===== src/rtl/rv32i_types.sv =====
// Shared rv32i pipeline types: fetch packet, fetch FSM states and PC helpers.
package rv32i_types;

  typedef struct packed {
    logic [31:0] pc;
    logic [31:0] instr;
  } fetch_pkt_t;

  typedef enum logic [1:0] {
    IDLE,
    WAIT,
    FLUSH
  } fetch_state_t;

  localparam logic [31:0] PC_STEP = 32'd4;

  function automatic logic [31:0] align_pc(input logic [31:0] addr);
    return {addr[31:2], 2'b00};
  endfunction

endpackage


===== src/rtl/fetch_fifo.sv =====
// Small registered FIFO holding fetched packets; clear beats push and pop.
// Storage is reset so the head reads as zero straight out of reset.
module fetch_fifo
  import rv32i_types::*;
#(
  parameter int  DEPTH = 2,
  parameter type T     = fetch_pkt_t,
  localparam int AW    = $clog2(DEPTH),
  localparam int CW    = $clog2(DEPTH + 1)
) (
  input  logic          clk,
  input  logic          rst,
  input  logic          clear,
  input  logic          push,
  input  T              din,
  input  logic          pop,
  output T              head,
  output logic [CW-1:0] count
);

  T              mem [DEPTH];
  logic [AW-1:0] wr_ptr;
  logic [AW-1:0] rd_ptr;
  logic          do_push;
  logic          do_pop;

  assign do_pop  = pop && (count != '0);
  assign do_push = push && ((count != CW'(DEPTH)) || do_pop);
  assign head    = mem[rd_ptr];

  always_ff @(posedge clk) begin
    if (!rst) begin
      wr_ptr <= '0;
      rd_ptr <= '0;
      count  <= '0;
      for (int i = 0; i < DEPTH; i++) mem[i] <= '0;
    end else if (clear) begin
      wr_ptr <= '0;
      rd_ptr <= '0;
      count  <= '0;
    end else begin
      if (do_push) begin
        mem[wr_ptr] <= din;
        wr_ptr      <= wr_ptr + 1'b1;
      end
      if (do_pop) rd_ptr <= rd_ptr + 1'b1;
      count <= count + CW'(do_push) - CW'(do_pop);
    end
  end

endmodule


===== src/rtl/fetch_stage.sv =====
// rv32i fetch front end: PC, one-outstanding imem handshake and fetch buffer.
// Optional FETCH_PERF_CNT_EN adds stall-cycle and flush performance counters.
module fetch_stage
  import rv32i_types::*;
#(
  parameter logic [31:0] RESET_PC   = 32'h6000_0000,
  parameter int          FIFO_DEPTH = 2
) (
  input  logic        clk,
  input  logic        rst,
  output logic [31:0] imem_address,
  output logic        imem_read,
  input  logic [31:0] imem_rdata,
  input  logic        imem_resp,
  input  logic        redirect_valid,
  input  logic [31:0] redirect_pc,
  output logic        out_valid,
  input  logic        out_ready,
  output logic [31:0] out_pc,
  output logic [31:0] out_instr
`ifdef FETCH_PERF_CNT_EN
  ,
  output logic [31:0] perf_stall_cycles,
  output logic [31:0] perf_flush_count
`endif
);

  localparam int CW = $clog2(FIFO_DEPTH + 1);

  fetch_state_t  state_q, state_d;
  logic [31:0]   pc_q, pc_d;
  logic [31:0]   req_addr_q, req_addr_d;
  logic [31:0]   redirect_aligned;
  logic [CW-1:0] count;
  logic [CW-1:0] count_after;
  logic          push, pop, space_ok;
  fetch_pkt_t    push_pkt, head;

  assign redirect_aligned = align_pc(redirect_pc);
  assign out_valid        = (count != '0);
  assign pop              = out_valid && out_ready && !redirect_valid;
  assign push             = (state_q == WAIT) && imem_resp && !redirect_valid;
  assign count_after      = count + CW'(push) - CW'(pop);
  assign space_ok         = (count_after < CW'(FIFO_DEPTH));
  assign push_pkt         = '{pc: req_addr_q, instr: imem_rdata};
  assign out_pc           = head.pc;
  assign out_instr        = head.instr;

  fetch_fifo #(
    .DEPTH (FIFO_DEPTH),
    .T     (fetch_pkt_t)
  ) u_fifo (
    .clk   (clk),
    .rst   (rst),
    .clear (redirect_valid),
    .push  (push),
    .din   (push_pkt),
    .pop   (pop),
    .head  (head),
    .count (count)
  );

  always_ff @(posedge clk) begin
    if (!rst) begin
      state_q    <= IDLE;
      pc_q       <= RESET_PC;
      req_addr_q <= RESET_PC;
    end else begin
      state_q    <= state_d;
      pc_q       <= pc_d;
      req_addr_q <= req_addr_d;
    end
  end

  // In IDLE the bus address tracks redirects early so it is visible one cycle later.
  always_comb begin
    state_d    = state_q;
    pc_d       = pc_q;
    req_addr_d = req_addr_q;
    unique case (state_q)
      IDLE: begin
        if (redirect_valid) begin
          pc_d       = redirect_aligned;
          req_addr_d = redirect_aligned;
        end else if (space_ok) begin
          req_addr_d = pc_q;
          state_d    = WAIT;
        end
      end
      WAIT: begin
        if (redirect_valid) begin
          pc_d = redirect_aligned;
          if (imem_resp) begin
            req_addr_d = redirect_aligned;
            state_d    = IDLE;
          end else begin
            state_d = FLUSH;
          end
        end else if (imem_resp) begin
          pc_d = req_addr_q + PC_STEP;
          if (space_ok) req_addr_d = req_addr_q + PC_STEP;
          else          state_d    = IDLE;
        end
      end
      FLUSH: begin
        if (redirect_valid) pc_d = redirect_aligned;
        if (imem_resp) begin
          req_addr_d = redirect_valid ? redirect_aligned : pc_q;
          state_d    = IDLE;
        end
      end
      default: state_d = IDLE;
    endcase
  end

  always_comb begin
    imem_read    = (state_q != IDLE);
    imem_address = req_addr_q;
  end

`ifdef FETCH_PERF_CNT_EN
  always_ff @(posedge clk) begin
    if (!rst) begin
      perf_stall_cycles <= '0;
      perf_flush_count  <= '0;
    end else begin
      if ((state_q != IDLE) && !imem_resp) perf_stall_cycles <= perf_stall_cycles + 32'd1;
      if (redirect_valid) perf_flush_count <= perf_flush_count + 32'd1;
    end
  end
`endif

endmodule


===== config.mk =====
export PLATFORM = sky130hd
export DESIGN_NAME = fetch_stage
export DESIGN_NICKNAME = d
export VERILOG_FILES = /design/src/rtl/rv32i_types.sv /design/src/rtl/fetch_fifo.sv /design/src/rtl/fetch_stage.sv
export SDC_FILE = /design/constraint.sdc
export NUM_CORES = 1
export LEC_CHECK = 0
export BUFFER_PORTS_ARGS = -buffer_cell sky130_fd_sc_hd__buf_2
export CAP_MARGIN = 40
export CORE_ASPECT_RATIO = 0.7
export CORE_MARGIN = 1.5
export CORE_UTILIZATION = 45
export CTS_CLUSTER_DIAMETER = 100
export DETAILED_ROUTE_END_ITERATION = 8
export GPL_ROUTABILITY_DRIVEN = 0
export HOLD_SLACK_MARGIN = 0.08
export PLACE_DENSITY = 0.66
export SLEW_MARGIN = 20
export SYNTH_ARGS = -nofsm -noshare
export SYNTH_HDL_FRONTEND = slang
export SYNTH_SLANG_ARGS = --single-unit

===== constraint.sdc =====
create_clock -name clk -period 20.7 [get_ports clk]
set_input_delay 4.14 -clock clk [delete_from_list [all_inputs] [get_ports clk]]
set_output_delay 4.14 -clock clk [all_outputs]
set_load 0.02 [all_outputs]

==> flow_summary.yaml, run 1 <==
run_status:
  outcome: "finished, final reports clean"
critical_path:
  cp.required_ns: 21.06
  path_class: "input port to register"
  cp_slowest_cell: "a311oi_2"
  crit_path_frequent_cell: "buf_4"
  r2r-end: "imem_address[19]$_SDFFE_PN0P_"
  arrival_ns: 7.14
  end_kind: "register"
  rrSetupSlack_ns: 17.50
  critPathMaxFanout: 63
  start_kind: "input port"
  rr_worst_depth: 10
  cp_cell_sequence: "buf_2 > buf_4 > buf_12 > nor2_1 > ha_1 > xor2_2 > mux2_4 > a311oi_2 > buf_4 > nand2_2 > o22ai_1"
  max_stage_delay_ns: 0.46
  worstReg2RegStart: "u_fifo.count[1]$_SDFF_PP0_"
min_path:
  hp-start: "pc_q[29]$_SDFFE_PN1P_"
  min_path_cells: 1
  min_path_type: "register to register"
  hold_path_end: "pc_q[29]$_SDFFE_PN1P_"
power_and_ir_drop:
  p_seq_frac: 0.505
  powerDensity_nw_per_um2: 76.40
  p_comb_frac: 0.120
  pwr-share-clk: 0.374
  vdd_drop_max_mv: 0.05625
  leakagePower_uw: 0.004698
  sw_frac_of_total: 0.2526
  p_sw_uw: 230.5
  p_int_uw: 681.8
route:
  detail_route.wl_per_cell_um: 19.70
  firstDrtPassIters: 5
  ant_nets: 0
  drcViolationCount: 0
  via_count: 8134
  drt_wl_total_mm: 27.54
  vias_per_cell: 5.818
  drtIter0Drc: 690
logic_synthesis:
  synth-edff-count: 128
  synth.distinct_cells: 73
  synth-async-reset-ratio: 0
  netlist.area_leader.share: 0.3764
  ys_ff_latch: 199
  synth_area_leader_cell: "edfxtp_1"
  yosys-top-cells-count: "and2_1, edfxtp_1, dfxtp_1, mux2_2, nand2_1"
  syn_area_um2: 10210
  yosys_warnings: 0
  synth.area.top_cells: "edfxtp_1, dfxtp_1, and2_1, mux2_2, o21ai_0"
  yosysMostFrequentCell: "and2_1"
  synthCells: 975
  synth-seq-area-share: 0.5156
  synth.avg_cell_area_um2: 10.47
  syn-num-nets: 1048
  ys.flop_type: "edfxtp_1"
timing:
  fin_skew_ns: 0.01415
  worst_pin_slew_ns: 0.9296
  rsz0062_at_grt: "no"
  setup_slack_ns: 13.92
  finalCritPeriodShare: 0.3277
  relSlewSlack: 0.3737
  period_needed_ns: 6.784
  setup_viol: 0
  tns_ns: 0
  finalHoldViolCount: 0
  slew_violations: 0
  fmax_ghz: 0.1474
clock_tree:
  cts-resized-gates: 0
  cts_tree: "yes"
  h-tree-depth: 4
  clkTransAtPathRegs_ns: 0.07
  cts-hold-fix-buffers: 0
  clk_latency_ns: 0.43
  cts_buffers: 17
  cts.sinks: 199
  root_buffer: "clkbuf_16"
  postCtsSetupBuffers: 0
  clk_path_buf_depth: 2
placed_design:
  port-buffer-count: 164
  place_ws_ns: 13.36
  dp_hpwl_mm: 18.00
  dp.cells: 1366
  place_area_um2: 11320
grt:
  antenna_found_initial: 0
  grt_pass1_vias: 7588
  grt_max_degree: 93
  grt_usage: 0.2357
  gr-total-overflow: 0
  grt_pass1_wl_mm: 42.61
floorplanning:
  pin_count: 167
  design.core.area_um2: 21960
  initial_utilization: 0.4651
  die_w_um: 183.1
  fp-row-count: 45
  chipHeight_um: 129.0
  dieArea_um2: 23620
cells_and_area:
  post-route-util: 0.5438
  antenna_cells: 0
  final_cells: 1398
  fin_nets: 1178
  finish.instance_area_um2: 11940
  nFillCells: 1924
  layout-drive-gt1-share: 0.2688
  synthToLayoutAreaGrowth_pct: 16.93
flow_run:
  drv_cap: 0
==> kinds of logic (layout without fill, tap and decap cells) <==
logic type | count (synthesis) | after routing | synth area share
DFF | 199 | 199 | 0.5156
adders and majority gates | 5 | 5 | 0.005881
muxes | 71 | 71 | 0.07804
and+or+nand+nor | 346 | 346 | 0.1871
AOI/OAI and AO/OA | 234 | 234 | 0.1506
xor gates and xnor gates | 31 | 31 | 0.02732
buffers and inverters | 89 | 230 | 0.03553
==> per-stage QoR <==
| stage | total power [uW] | hold WS, ns |
|---|---|---|
| final | 912.3 | 0.4944 |
| after floorplan | 534.9 | 0.4558 |
| after detailed placement | 577.0 | 0.4752 |
| after global routing | 947.1 | 0.5138 |
| after global placement | 573.5 | 0.4717 |
| after CTS | 916.7 | 0.4958 |
==> power by group through the flow <==
stage          logic [uW]  registers, uW  clock network (uW)
6_report              110            461                 342
3_3_place_gp          105            468                   0
5_1_grt               119            464                 365
4_1_cts               109            461                 347
2_1_floorplan        66.9            468                   0
3_5_place_dp          108            469                   0
==> layer usage <==
metal / global-route usage / part of all wire
met5: 0 / 0
met4: 0.06268 / 0.012
met3: 0.06970 / 0.088
met2: 0.3509 / 0.44
met1: 0.3360 / 0.46
==> registers in the layout, indices dropped and copies added, names as in the netlist, named ones only <==
| signal | cells |
|---|---|
| imem_address | 32 |
| pc_q | 32 |
| state_q | 2 |
| u_fifo.count | 2 |
| u_fifo.mem | 128 |
| u_fifo.rd_ptr | 1 |
| u_fifo.wr_ptr | 1 |
==> area by class of cell <==
type | count | area, um^2 | share of cell area
clock buffers | 19 | 432.9 | 0.03625
clock inverters | 11 | 157.7 | 0.01320
inverters | 15 | 56.30 | 0.004715
multi-input cells | 687 | 4604 | 0.3856
flip-flops and latches | 199 | 5266 | 0.4410
well taps | 282 | 352.8 | 0.02955
repair buffers | 185 | 1071 | 0.08969
==> cell usage in the layout (no fill, tap or decap), drive strengths merged, types with 14 or more instances in the layout <==
cell,count
nor2,64
a31oi,15
mux2,66
xnor2,15
nand3,23
edfxtp,128
dfxtp,71
clkbuf,19
a21oi,46
o22ai,19
buf,185
o21a,14
inv,14
o221ai,18
and2,129
xor2,16
nand2,67
o21ai,60
==> how the worst max path moves through the flow <==
stage,start,endpoint,slack [ns],depth (start not counted)
6_report,redirect_valid,imem_address[19]$_SDFFE_PN0P_,13.92,11
5_1_grt,redirect_valid,imem_address[28]$_SDFFE_PN0P_,13.77,11
4_1_cts,redirect_valid,imem_address[18]$_SDFFE_PN0P_,13.80,10
3_5_place_dp,redirect_valid,imem_address[19]$_SDFFE_PN0P_,13.36,10
3_3_place_gp,redirect_valid,u_fifo.mem[0][10]$_SDFFCE_PN0P_,13.25,7
2_1_floorplan,redirect_valid,u_fifo.mem[0][0]$_SDFFCE_PN0P_,10.83,4
==> worst max-delay path, delay by kind of cell <==
| kind | cells | cell delay (ns) |
|---|---|---|
| buffers and inverters | 4 | 1.08 |
| adders and majority gates | 1 | 0.21 |
| muxes | 1 | 0.35 |
| AOI/OAI and AO/OA | 2 | 0.71 |
| and+or+nand+nor | 2 | 0.32 |
| xor gates and xnor gates | 1 | 0.29 |
No activity file was read; power rests on OpenSTA's default activity.
==> inputs of run 2 (changes only) <==
ABC_AREA = 1   (was not set)
clock period = 6.6 ns   (was 20.7 ns; I/O delays follow)
==> run 2 against run 1 <==
  * Sequential cell count is the same
  * Combinational power rose to 4.4 times the previous value
  * Cell area is 0.28% lower
  * Worst hold slack worse by 0.027 ns
  * Count of clock-buffer cells in the layout is 2 lower
  * Global-route usage decreased by 0.083 points
  * Via count rose by 9.9%
  * Register-to-register slack got worse by 13 ns
  * Area after synthesis rose by 1.2%
  * Setup slack worse by 11 ns
  * Clock power rose to 3.0 times the previous value
==> flow_summary.yaml, run 2 <==
critical_path:
  crit_end: "out_pc[29]"
  cp.required_ns: 5.28
  rrSetupSlack_ns: 4.07
  start_kind: "register"
  r2r-end: "imem_address[8]$_SDFFE_PN0P_"
  end_kind: "output pin"
  path_class: "register to output pin"
  rr_worst_depth: 12
  critPathMaxFanout: 35
  arrival_ns: 2.03
  worstReg2RegStart: "state_q[0]$_SDFFE_PN0P_"
placed_design:
  place_ws_ns: 3.127
  place_area_um2: 11340
  port-buffer-count: 164
  dp_hpwl_mm: 18.47
timing:
  setup_slack_ns: 3.246
  rsz0062_at_grt: "no"
  fmax_ghz: 0.2981
  setup_viol: 0
  finalCritPeriodShare: 0.5082
  fin_skew_ns: 0.01222
  worst_pin_slew_ns: 0.7732
  finalHoldViolCount: 0
  tns_ns: 0
  slew_violations: 0
  period_needed_ns: 3.354
  relSlewSlack: 0.4845
logic_synthesis:
  syn-num-nets: 1341
  netlist.area_leader.share: 0.3719
  synth-seq-area-share: 0.5094
  synthCells: 1268
  yosys-top-cells-count: "nand2_1, nor2_1, edfxtp_1, inv_1, dfxtp_1"
  syn_area_um2: 10330
  synth.distinct_cells: 36
  yosys_warnings: 0
  synth.avg_cell_area_um2: 8.151
  synth-async-reset-ratio: 0
  ys_ff_latch: 199
  ys.flop_type: "edfxtp_1"
  synth-edff-count: 128
  yosysMostFrequentCell: "nand2_1"
  synth.area.top_cells: "edfxtp_1, dfxtp_1, nand2_1, nor2_1, mux2_2"
  synth_area_leader_cell: "edfxtp_1"
min_path:
  min_path_cells: 2
  min_path_type: "register to register"
floorplanning:
  pin_count: 167
  dieArea_um2: 23900
  fp-row-count: 46
  die_w_um: 184.1
  initial_utilization: 0.4569
  design.core.area_um2: 22620
  chipHeight_um: 129.8
cells_and_area:
  nFillCells: 2180
  post-route-util: 0.5264
  antenna_cells: 0
  final_cell_mix: "nand2_1, nor2_1, buf_2"
  layout-drive-gt1-share: 0.2143
  regArea_um2: 5266
  fin_nets: 1474
  finish.instance_area_um2: 11910
  top_register: "u_fifo.mem"
  final_common_cell: "nand2_1"
  multi_input_area_um2: 4253
  largest_register_ffs: 128
  synthToLayoutAreaGrowth_pct: 15.22
grt:
  grt_usage: 0.2349
  grt_max_degree: 66
  antenna_found_initial: 0
  grt_pass1_wl_mm: 42.88
  grt_pass1_vias: 7982
  gr-total-overflow: 0
clock_tree:
  postCtsSetupBuffers: 0
  root_buffer: "clkbuf_16"
  clk_path_buf_depth: 2
  cts_buffers: 17
  clk_latency_ns: 0.45
  h-tree-depth: 4
  clkTransAtPathRegs_ns: 0.07
  cts.sinks: 199
  cts_tree: "yes"
  cts-hold-fix-buffers: 0
  cts-resized-gates: 0
route:
  detail_route.wl_per_cell_um: 16.15
  vias_per_cell: 5.180
  drt_wl_total_mm: 27.88
  drcViolationCount: 0
  wl_met1_mm: 12.67
  firstDrtPassIters: 6
  wl_met3_mm: 2.399
  route.top_layer_used: "met4"
  via_count: 8940
  ant_nets: 0
  wl_met2_mm: 12.33
  drtIter0Drc: 854
power_and_ir_drop:
  p_int_uw: 2081
  p_sw_uw: 888.5
  pwr-share-clk: 0.348
  total_power_uw: 2970
  p_comb_frac: 0.161
  p_seq_frac: 0.491
  vdd_drop_max_mv: 0.1843
  powerDensity_nw_per_um2: 249.4
  leakagePower_uw: 0.005376
  sw_frac_of_total: 0.2992
run_status:
  outcome: "finished, final reports clean"
flow_run:
  drv_cap: 0
-- run 2: changes by cell type after synthesis, moves of 14 or more --
| cell | change |
|---|---|
| inv_1 | +99 |
| nor2_1 | +174 |
| o22ai_1 | -19 |
| nand3_1 | +46 |
| and2_1 | -128 |
| xnor2_1 | -14 |
| o221ai_1 | -18 |
| clkbuf_1 | -27 |
| nand2_1 | +288 |
-- run 2: worst max-delay path, stage by stage (launching register included) --
cell     delay, ns
dfxtp_2       0.31
buf_4         0.38
buf_12        0.29
mux2_2        0.41
buf_2         0.17
-- run 2: layer usage --
metal  up-vias  track usage
met5         -            0
met4         0      0.06268
met3        35      0.05721
met2       348       0.3583
met1      4203       0.3348
li1       4354            -
-- run 2: power groups by stage --
stage | clock [uW] | sequential [uW] | combinational (uW)
finish | 1030 | 1460 | 479
global route | 1100 | 1470 | 534
CTS | 1050 | 1450 | 479
detailed placement | 0 | 1480 | 476
global placement | 0 | 1480 | 461
floorplan | 0 | 1500 | 304
-- run 2: logic make-up (layout without fill, tap and decap cells) --
| kind of cell | Yosys count | in the layout | share of synthesized area |
|---|---|---|---|
| compound gates | 128 | 128 | 0.06562 |
| xor+xnor | 4 | 4 | 0.003390 |
| fa+ha+maj | 4 | 4 | 0.004843 |
| buf+inv | 184 | 330 | 0.08027 |
| flops | 199 | 199 | 0.5094 |
| mux | 64 | 64 | 0.06973 |
| simple gates | 685 | 685 | 0.2667 |
-- run 2: worst min path at each step --
stage                           from                     to
6_report       pc_q[26]$_SDFFE_PN0P_  pc_q[26]$_SDFFE_PN0P_
5_1_grt        pc_q[26]$_SDFFE_PN0P_  pc_q[26]$_SDFFE_PN0P_
4_1_cts        pc_q[26]$_SDFFE_PN0P_  pc_q[26]$_SDFFE_PN0P_
3_5_place_dp   pc_q[26]$_SDFFE_PN0P_  pc_q[26]$_SDFFE_PN0P_
3_3_place_gp   pc_q[27]$_SDFFE_PN0P_  pc_q[27]$_SDFFE_PN0P_
2_1_floorplan  pc_q[17]$_SDFFE_PN0P_  pc_q[17]$_SDFFE_PN0P_
-- run 2: final cells by class --
class | instances | area share
clock buffer | 17 | 0.03573
clock inverter | 15 | 0.01177
inverter | 119 | 0.03751
multi-input combinational | 885 | 0.3571
sequential | 199 | 0.4423
tap | 312 | 0.03278
timing repair buffer | 179 | 0.08280
-- run 2: per-stage QoR --
stage                     hold WS [ns]  instances
after global routing            0.4873       1726
after CTS                       0.4665       1726
final                           0.4675       1726
after floorplan                 0.4437       1268
after global placement          0.4537       1691
after detailed placement        0.4551       1694
